**src/rtl/lsu_pkg.sv**
```systemverilog
// Shared definitions for the load/store unit: access-size encodings,
// FSM state type and the request rejection rule used when alignment
// checking is compiled in (LSU_ALIGN_CHECK_EN).
package lsu_pkg;

  localparam logic [1:0] SIZE_BYTE = 2'b00;
  localparam logic [1:0] SIZE_HALF = 2'b01;
  localparam logic [1:0] SIZE_WORD = 2'b10;
  localparam logic [1:0] SIZE_ILL  = 2'b11;

  typedef enum logic [1:0] {
    ST_IDLE   = 2'd0,
    ST_SETUP  = 2'd1,
    ST_ACCESS = 2'd2,
    ST_DONE   = 2'd3
  } lsu_state_t;

  // Number of bytes touched by an access of the given size.
  function automatic logic [2:0] size_bytes(input logic [1:0] size);
    case (size)
      SIZE_BYTE: size_bytes = 3'd1;
      SIZE_HALF: size_bytes = 3'd2;
      default:   size_bytes = 3'd4;
    endcase
  endfunction

  // True when a request must be refused: illegal size, misaligned
  // half/word, or any byte of the access beyond the end of the RAM.
  // The end address is formed in 33 bits so addresses near 2^32 cannot wrap.
  function automatic logic access_rejected(input logic [1:0]  size,
                                           input logic [31:0] addr,
                                           input logic [32:0] mem_bytes);
    logic [32:0] end_addr;
    end_addr = {1'b0, addr} + {30'd0, size_bytes(size)};
    access_rejected = (size == SIZE_ILL)
                   || ((size == SIZE_HALF) && addr[0])
                   || ((size == SIZE_WORD) && (addr[1:0] != 2'b00))
                   || (end_addr > mem_bytes);
  endfunction

endpackage

```
**src/rtl/lsu_load_extend.sv**
```systemverilog
// Combinational load extension: selects the valid low-order bytes of the
// RAM read data and sign- or zero-extends them to 32 bits.
module lsu_load_extend
  import lsu_pkg::*;
(
  input  logic [31:0] mem_data_out,
  input  logic [1:0]  size,
  input  logic        is_signed,
  output logic [31:0] ext_data
);

  logic byte_fill;
  logic half_fill;

  assign byte_fill = is_signed & mem_data_out[7];
  assign half_fill = is_signed & mem_data_out[15];

  // Byte and half results are widened; word (and the unchecked illegal
  // size) passes the RAM data straight through.
  always_comb begin
    ext_data = mem_data_out;
    case (size)
      SIZE_BYTE: ext_data = {{24{byte_fill}}, mem_data_out[7:0]};
      SIZE_HALF: ext_data = {{16{half_fill}}, mem_data_out[15:0]};
      default:   ext_data = mem_data_out;
    endcase
  end

endmodule

```
**src/rtl/load_store_unit.sv**
```systemverilog
// Load/store unit: accepts one byte/half/word request at a time and runs
// it through SETUP (RAM controls settle with enable low), ACCESS (one
// enable cycle) and DONE (completion pulse).
// Optional feature: define LSU_ALIGN_CHECK_EN to refuse illegal sizes,
// misaligned and out-of-range accesses (completes at once with
// misalign_err=1 and no RAM cycle). Without it misalign_err is tied 0.
module load_store_unit
  import lsu_pkg::*;
#(
  parameter int unsigned MEM_BYTES = 256
) (
  input  logic        clk,
  input  logic        reset,
  input  logic        req,
  input  logic        write,
  input  logic [1:0]  size,
  input  logic        is_signed,
  input  logic [31:0] address,
  input  logic [31:0] wr_data,
  output logic        ready,
  output logic        done,
  output logic [31:0] rd_data,
  output logic        misalign_err,
  output logic        mem_enable,
  output logic        mem_read_write,
  output logic [31:0] mem_address,
  output logic [1:0]  mem_size,
  output logic [31:0] mem_data_in,
  input  logic [31:0] mem_data_out
);

  lsu_state_t  state_reg;
  logic        ready_reg;
  logic        done_reg;
  logic        misalign_reg;
  logic        mem_enable_reg;
  logic        mem_read_write_reg;
  logic [31:0] mem_address_reg;
  logic [1:0]  mem_size_reg;
  logic [31:0] mem_data_in_reg;
  logic        signed_reg;
  logic [31:0] rd_data_reg;
  logic [31:0] ext_data;
  logic        reject;

`ifdef LSU_ALIGN_CHECK_EN
  localparam logic [32:0] MEM_LIMIT = 33'(MEM_BYTES);

  // Decision taken on the incoming (not yet latched) request in IDLE.
  assign reject       = access_rejected(size, address, MEM_LIMIT);
  assign misalign_err = misalign_reg;
`else
  assign reject       = 1'b0;
  assign misalign_err = 1'b0;
`endif

  lsu_load_extend u_load_extend (
    .mem_data_out (mem_data_out),
    .size         (mem_size_reg),
    .is_signed    (signed_reg),
    .ext_data     (ext_data)
  );

  // Request sequencer; all outputs are registers updated on the
  // transition into the state in which they must be valid.
  always_ff @(posedge clk) begin
    if (reset) begin
      state_reg          <= ST_IDLE;
      ready_reg          <= 1'b1;
      done_reg           <= 1'b0;
      misalign_reg       <= 1'b0;
      mem_enable_reg     <= 1'b0;
      mem_read_write_reg <= 1'b0;
      mem_address_reg    <= 32'd0;
      mem_size_reg       <= 2'd0;
      mem_data_in_reg    <= 32'd0;
      signed_reg         <= 1'b0;
      rd_data_reg        <= 32'd0;
    end else begin
      case (state_reg)
        ST_IDLE: begin
          if (req) begin
            ready_reg <= 1'b0;
            if (reject) begin
              // Refused: skip the RAM entirely and complete next cycle.
              state_reg    <= ST_DONE;
              done_reg     <= 1'b1;
              misalign_reg <= 1'b1;
            end else begin
              // RAM controls are set here so they are stable through
              // SETUP and ACCESS and only move while enable is low.
              state_reg          <= ST_SETUP;
              mem_read_write_reg <= write;
              mem_address_reg    <= address;
              mem_size_reg       <= size;
              mem_data_in_reg    <= wr_data;
              signed_reg         <= is_signed;
            end
          end
        end
        ST_SETUP: begin
          state_reg      <= ST_ACCESS;
          mem_enable_reg <= 1'b1;
        end
        ST_ACCESS: begin
          state_reg      <= ST_DONE;
          mem_enable_reg <= 1'b0;
          done_reg       <= 1'b1;
          if (!mem_read_write_reg) begin
            rd_data_reg <= ext_data;
          end
        end
        ST_DONE: begin
          state_reg    <= ST_IDLE;
          done_reg     <= 1'b0;
          misalign_reg <= 1'b0;
          ready_reg    <= 1'b1;
        end
        default: begin
          state_reg      <= ST_IDLE;
          ready_reg      <= 1'b1;
          done_reg       <= 1'b0;
          misalign_reg   <= 1'b0;
          mem_enable_reg <= 1'b0;
        end
      endcase
    end
  end

  assign ready          = ready_reg;
  assign done           = done_reg;
  assign rd_data        = rd_data_reg;
  assign mem_enable     = mem_enable_reg;
  assign mem_read_write = mem_read_write_reg;
  assign mem_address    = mem_address_reg;
  assign mem_size       = mem_size_reg;
  assign mem_data_in    = mem_data_in_reg;

endmodule
```
**config.mk**
```make
export PLATFORM = sky130hd
export DESIGN_NAME = load_store_unit
export DESIGN_NICKNAME = d
export VERILOG_FILES = /design/src/rtl/lsu_pkg.sv /design/src/rtl/lsu_load_extend.sv /design/src/rtl/load_store_unit.sv
export SDC_FILE = /design/constraint.sdc
export NUM_CORES = 1
export LEC_CHECK = 0
export CAP_MARGIN = 20
export CELL_PAD_IN_SITES_DETAIL_PLACEMENT = 1
export CELL_PAD_IN_SITES_GLOBAL_PLACEMENT = 2
export CORE_ASPECT_RATIO = 0.75
export CORE_MARGIN = 2
export CORE_UTILIZATION = 18
export DETAILED_ROUTE_END_ITERATION = 10
export PLACE_DENSITY_LB_ADDON = 0.12
export SYNTH_ARGS = -nofsm -noshare
export SYNTH_HDL_FRONTEND = slang
export SYNTH_SLANG_ARGS = --single-unit
```
**constraint.sdc**
```tcl
create_clock -name clk -period 1.5 [get_ports clk]
set_input_delay 0.225 -clock clk [delete_from_list [all_inputs] [get_ports clk]]
set_output_delay 0.225 -clock clk [all_outputs]
set_load 0.01 [all_outputs]
```
==> run summary <==
The power share of the clock group is 0.248. The overflow left after global routing is 0. The max-cap check violation count is 0. The CTS clock-pin slew for the worst setup and hold paths is 0.07 ns. The highest attainable clock frequency came out at 0.678 GHz. The instance count after placement with tap cells included is 944. The layout overhead on the synthesized area is 79.8%. The required time of the critical path is 1.77 ns. The number of hold violations in the final report is 0.

TritonCTS built the clock tree. The number of antenna-violating nets in the routed design is 0. The areal power density over the cells came out at 1500 mW/mm^2.

The number of synthesis warnings came out at 0. The via count of the first global-routing pass is 3936. In this run the clock root is driven by a sky130_fd_sc_hd__clkbuf_16. The total wire length after detailed routing is 14500 um. The wire length per cell after detailed routing is 15.1 um. The worst-case clock buffer depth is 2. The via count came out at 3878. The post-route setup TNS is 0 ns. The post-synthesis area per instance is 8.10 sq um. The final critical-path share of the clock period came out at 0.983. The share of total power consumed by net switching is 0.334.

The post-layout minimum cycle time is 1.47 ns. The clock insertion delay at the later pin of the skew report came out at 0.35 ns. The cell count along the critical path came out at 7. The type of the worst setup path is register to register. The path class of the tightest hold or removal check is primary input to register. The slowest stage of the critical path belongs to the cell sky130_fd_sc_hd__dfxtp_2. The startpoint identified for the worst register-to-register timing path is state_reg[0].

The combined global-route utilization of all metal layers came out at 0.125. Hold is met by 0.286 ns. The max-slew violation total from the final report is 0.

The sequential fraction of design power is 0.361. The run finished with clean final reports. The number of nets at the end of the flow is 780. The net count after synthesis came out at 578. The part of the Yosys area used for sequential elements came out at 0.551. The wire length of the first global-routing pass is 21500 um. The most frequent standard cell in the layout excluding fill and tap cells is sky130_fd_sc_hd__nand2_1. The total standard cell area after synthesis is 0.00382 sq mm.

The maximum fanout along the worst path came out at 16. The total of endpoints with negative setup slack in the final report came out at 0. The die outline area is 0.0224 sq mm. Across the VDD grid, the largest voltage drop is 0.527 mV. The detailed-router iteration count before antenna repair is 4. The first-iteration detailed-routing DRC count came out at 122. The share of post-route cells with drive strength above 1 came out at 0.0916. The leakage power is 3.42 nW. In this run the worst setup path begins at state_reg[0]. The number of non-filler instances in the completed layout came out at 965. The gate count of the mapped netlist is 471. The number of buffers inserted during clock tree synthesis is 9. The internal portion of total power came out at 6.84 mW. In this run the critical register-to-register path is captured at rd_data[14]. The layout has 2439 filler cells. The worst setup path endpoint is rd_data[14]. The critical path arrival is 1.74 ns.

The critical path contains buffers and inverters numbering 3 combined. At the end of routability-driven placement, the weighted congestion stood at 0.750. The kind of end point of the critical path is a register. The number of placed I/O pins came out at 206.

The via density per instance came out at 4.02. The share of total power dissipated in combinational logic is 0.391. The floorplan step set the die height to 130 um.

The analysis attributes to net switching a power of 3.44 mW. Row generation in the floorplan step produced 46 rows. The number of design rule violations left after detail routing came out at 0. The slack of the worst reg-to-reg path is 0.03 ns.

The die span in x is 172 um. The pin count of the biggest net entering global routing is 43. On the critical path the largest part of the delay comes from buffers and inverters.

The final worst clock skew is 0.0108 ns. Walking the worst path, the cells encountered are inv_4 -> ha_4 -> buf_6 -> nor2b_4 -> clkbuf_16 -> nor2_1 -> a211oi_1. In this run the number of H-tree levels came out at 3. The final design utilization is 0.328.

The number of buffers inserted by port buffering came out at 204. The flip-flop and latch count after synthesis came out at 105. The clock sink total came out at 105. Yosys mapped the design onto 24 distinct sky130hd cell types.

The starting utilization of the core area came out at 0.182. Leaving out fill and tap cells, the most frequent cells in the layout are 176 x sky130_fd_sc_hd__nand2_1, 124 x sky130_fd_sc_hd__clkdlybuf4s50_1, 102 x sky130_fd_sc_hd__dfxtp_1, 76 x sky130_fd_sc_hd__a21oi_1, 57 x sky130_fd_sc_hd__dlymetal6s2s_1. After legalization and detailed placement, the total HPWL measured 10200 um. The floorplan core area came out at 0.0210 sq mm. The count of cells along the worst register-to-register path came out at 7. The worst setup path is launched from a register.

The number of antenna violations at the first check in global routing came to 0. Setup repair after global routing could not meet its margin everywhere. The antenna diode instance count is 0. In this design, the stage delay of the slowest critical-path cell is 0.35 ns.
-- how the worst min path moves through the flow --
stage | slack [ns] | endpoint | cells after the start | start
2_1_floorplan | 0.36 | mem_address[0] | 2 | address[0]
3_3_place_gp | 0.44 | mem_address[16] | 2 | mem_address[16]
3_5_place_dp | 0.45 | mem_address[15] | 2 | mem_address[15]
4_1_cts | 0.27 | state_reg[1] | 2 | reset
5_1_grt | 0.30 | mem_data_in[12] | 2 | reset
6_report | 0.29 | state_reg[1] | 2 | reset
-- per-layer routing --
layer  GRT usage  up-vias  routed length, um
met5           0        -                  0
li1            -     1929                  -
met3      0.0616       10               1520
met4      0.0311        0                129
met2       0.188      126               6200
met1       0.159     1813               6680
-- what timing repair did --
item / 4_1_cts / 5_1_grt
endpoints found under the setup margin: 30 / 82
resized for setup: 24 / 72
hold buffers: 0 / 0
cloned: 0 / 3
pin swaps: 0 / 12
setup buffers: 0 / 3
-- power by group through the flow --
stage / Sequential (mW) / Clock (mW) / Combinational [mW]
5_1_grt: 3.80 / 2.78 / 4.45
3_3_place_gp: 3.76 / 0 / 3.89
4_1_cts: 3.73 / 2.69 / 3.88
3_5_place_dp: 3.79 / 0 / 3.94
6_report: 3.71 / 2.55 / 4.02
2_1_floorplan: 4.01 / 0 / 1.57
-- stage by stage --
| stage | worst slack [ns] | power [mW] | cell area [sq um] |
|---|---|---|---|
| 2_1_floorplan | -0.00498 | 5.58 | 3830 |
| 3_3_place_gp | -0.0989 | 7.65 | 6280 |
| 3_5_place_dp | -0.169 | 7.73 | 6280 |
| 4_1_cts | 0.00178 | 10.3 | 6570 |
| 5_1_grt | -0.0562 | 11.0 | 6870 |
| 6_report | 0.0257 | 10.3 | 6870 |
-- synth_stat cells --
master / number / share of area
sky130_fd_sc_hd__ha_1: 4 / 0.013
sky130_fd_sc_hd__a21oi_1: 77 / 0.10
sky130_fd_sc_hd__and2_1: 1 / 0.0016
sky130_fd_sc_hd__clkbuf_1: 19 / 0.019
sky130_fd_sc_hd__a211oi_2: 3 / 0.0098
sky130_fd_sc_hd__or2_2: 1 / 0.0016
sky130_fd_sc_hd__inv_1: 2 / 0.0020
sky130_fd_sc_hd__buf_1: 4 / 0.0039
sky130_fd_sc_hd__o21bai_1: 1 / 0.0020
sky130_fd_sc_hd__nor2b_1: 1 / 0.0016
sky130_fd_sc_hd__buf_2: 10 / 0.013
sky130_fd_sc_hd__a311oi_4: 1 / 0.0069
sky130_fd_sc_hd__nand2b_1: 2 / 0.0033
sky130_fd_sc_hd__buf_4: 1 / 0.0020
sky130_fd_sc_hd__nor2_1: 31 / 0.030
sky130_fd_sc_hd__nand2_1: 177 / 0.17
sky130_fd_sc_hd__and4b_4: 1 / 0.0036
sky130_fd_sc_hd__nor3_1: 1 / 0.0013
sky130_fd_sc_hd__a211oi_1: 23 / 0.045
sky130_fd_sc_hd__conb_1: 1 / 0.00098
sky130_fd_sc_hd__buf_6: 3 / 0.0088
sky130_fd_sc_hd__dfxtp_1: 105 / 0.55
sky130_fd_sc_hd__a31oi_1: 1 / 0.0016
sky130_fd_sc_hd__mux2i_1: 1 / 0.0026
-- area by class of cell --
type / instances / area (sq um) / area share
Timing Repair Buffer: 228 / 2480 / 0.361
Tap cell: 288 / 360 / 0.0525
Multi-Input combinational cell: 327 / 1600 / 0.233
Clock inverter: 4 / 77.6 / 0.0113
Clock buffer: 11 / 233 / 0.0339
Inverter: 2 / 10.0 / 0.00146
Sequential cell: 105 / 2110 / 0.307
-- cells by family after synthesis --
group	share of synthesized area
adder cells (fa/ha/maj)	0.0131
AO/OA/AOI/OAI	0.167
buffers and inverters	0.0485
other	0.000982
multiplexers	0.00262
flip-flops	0.551
AND/OR/NAND/NOR	0.218
Power figures use the tool's default switching activity.
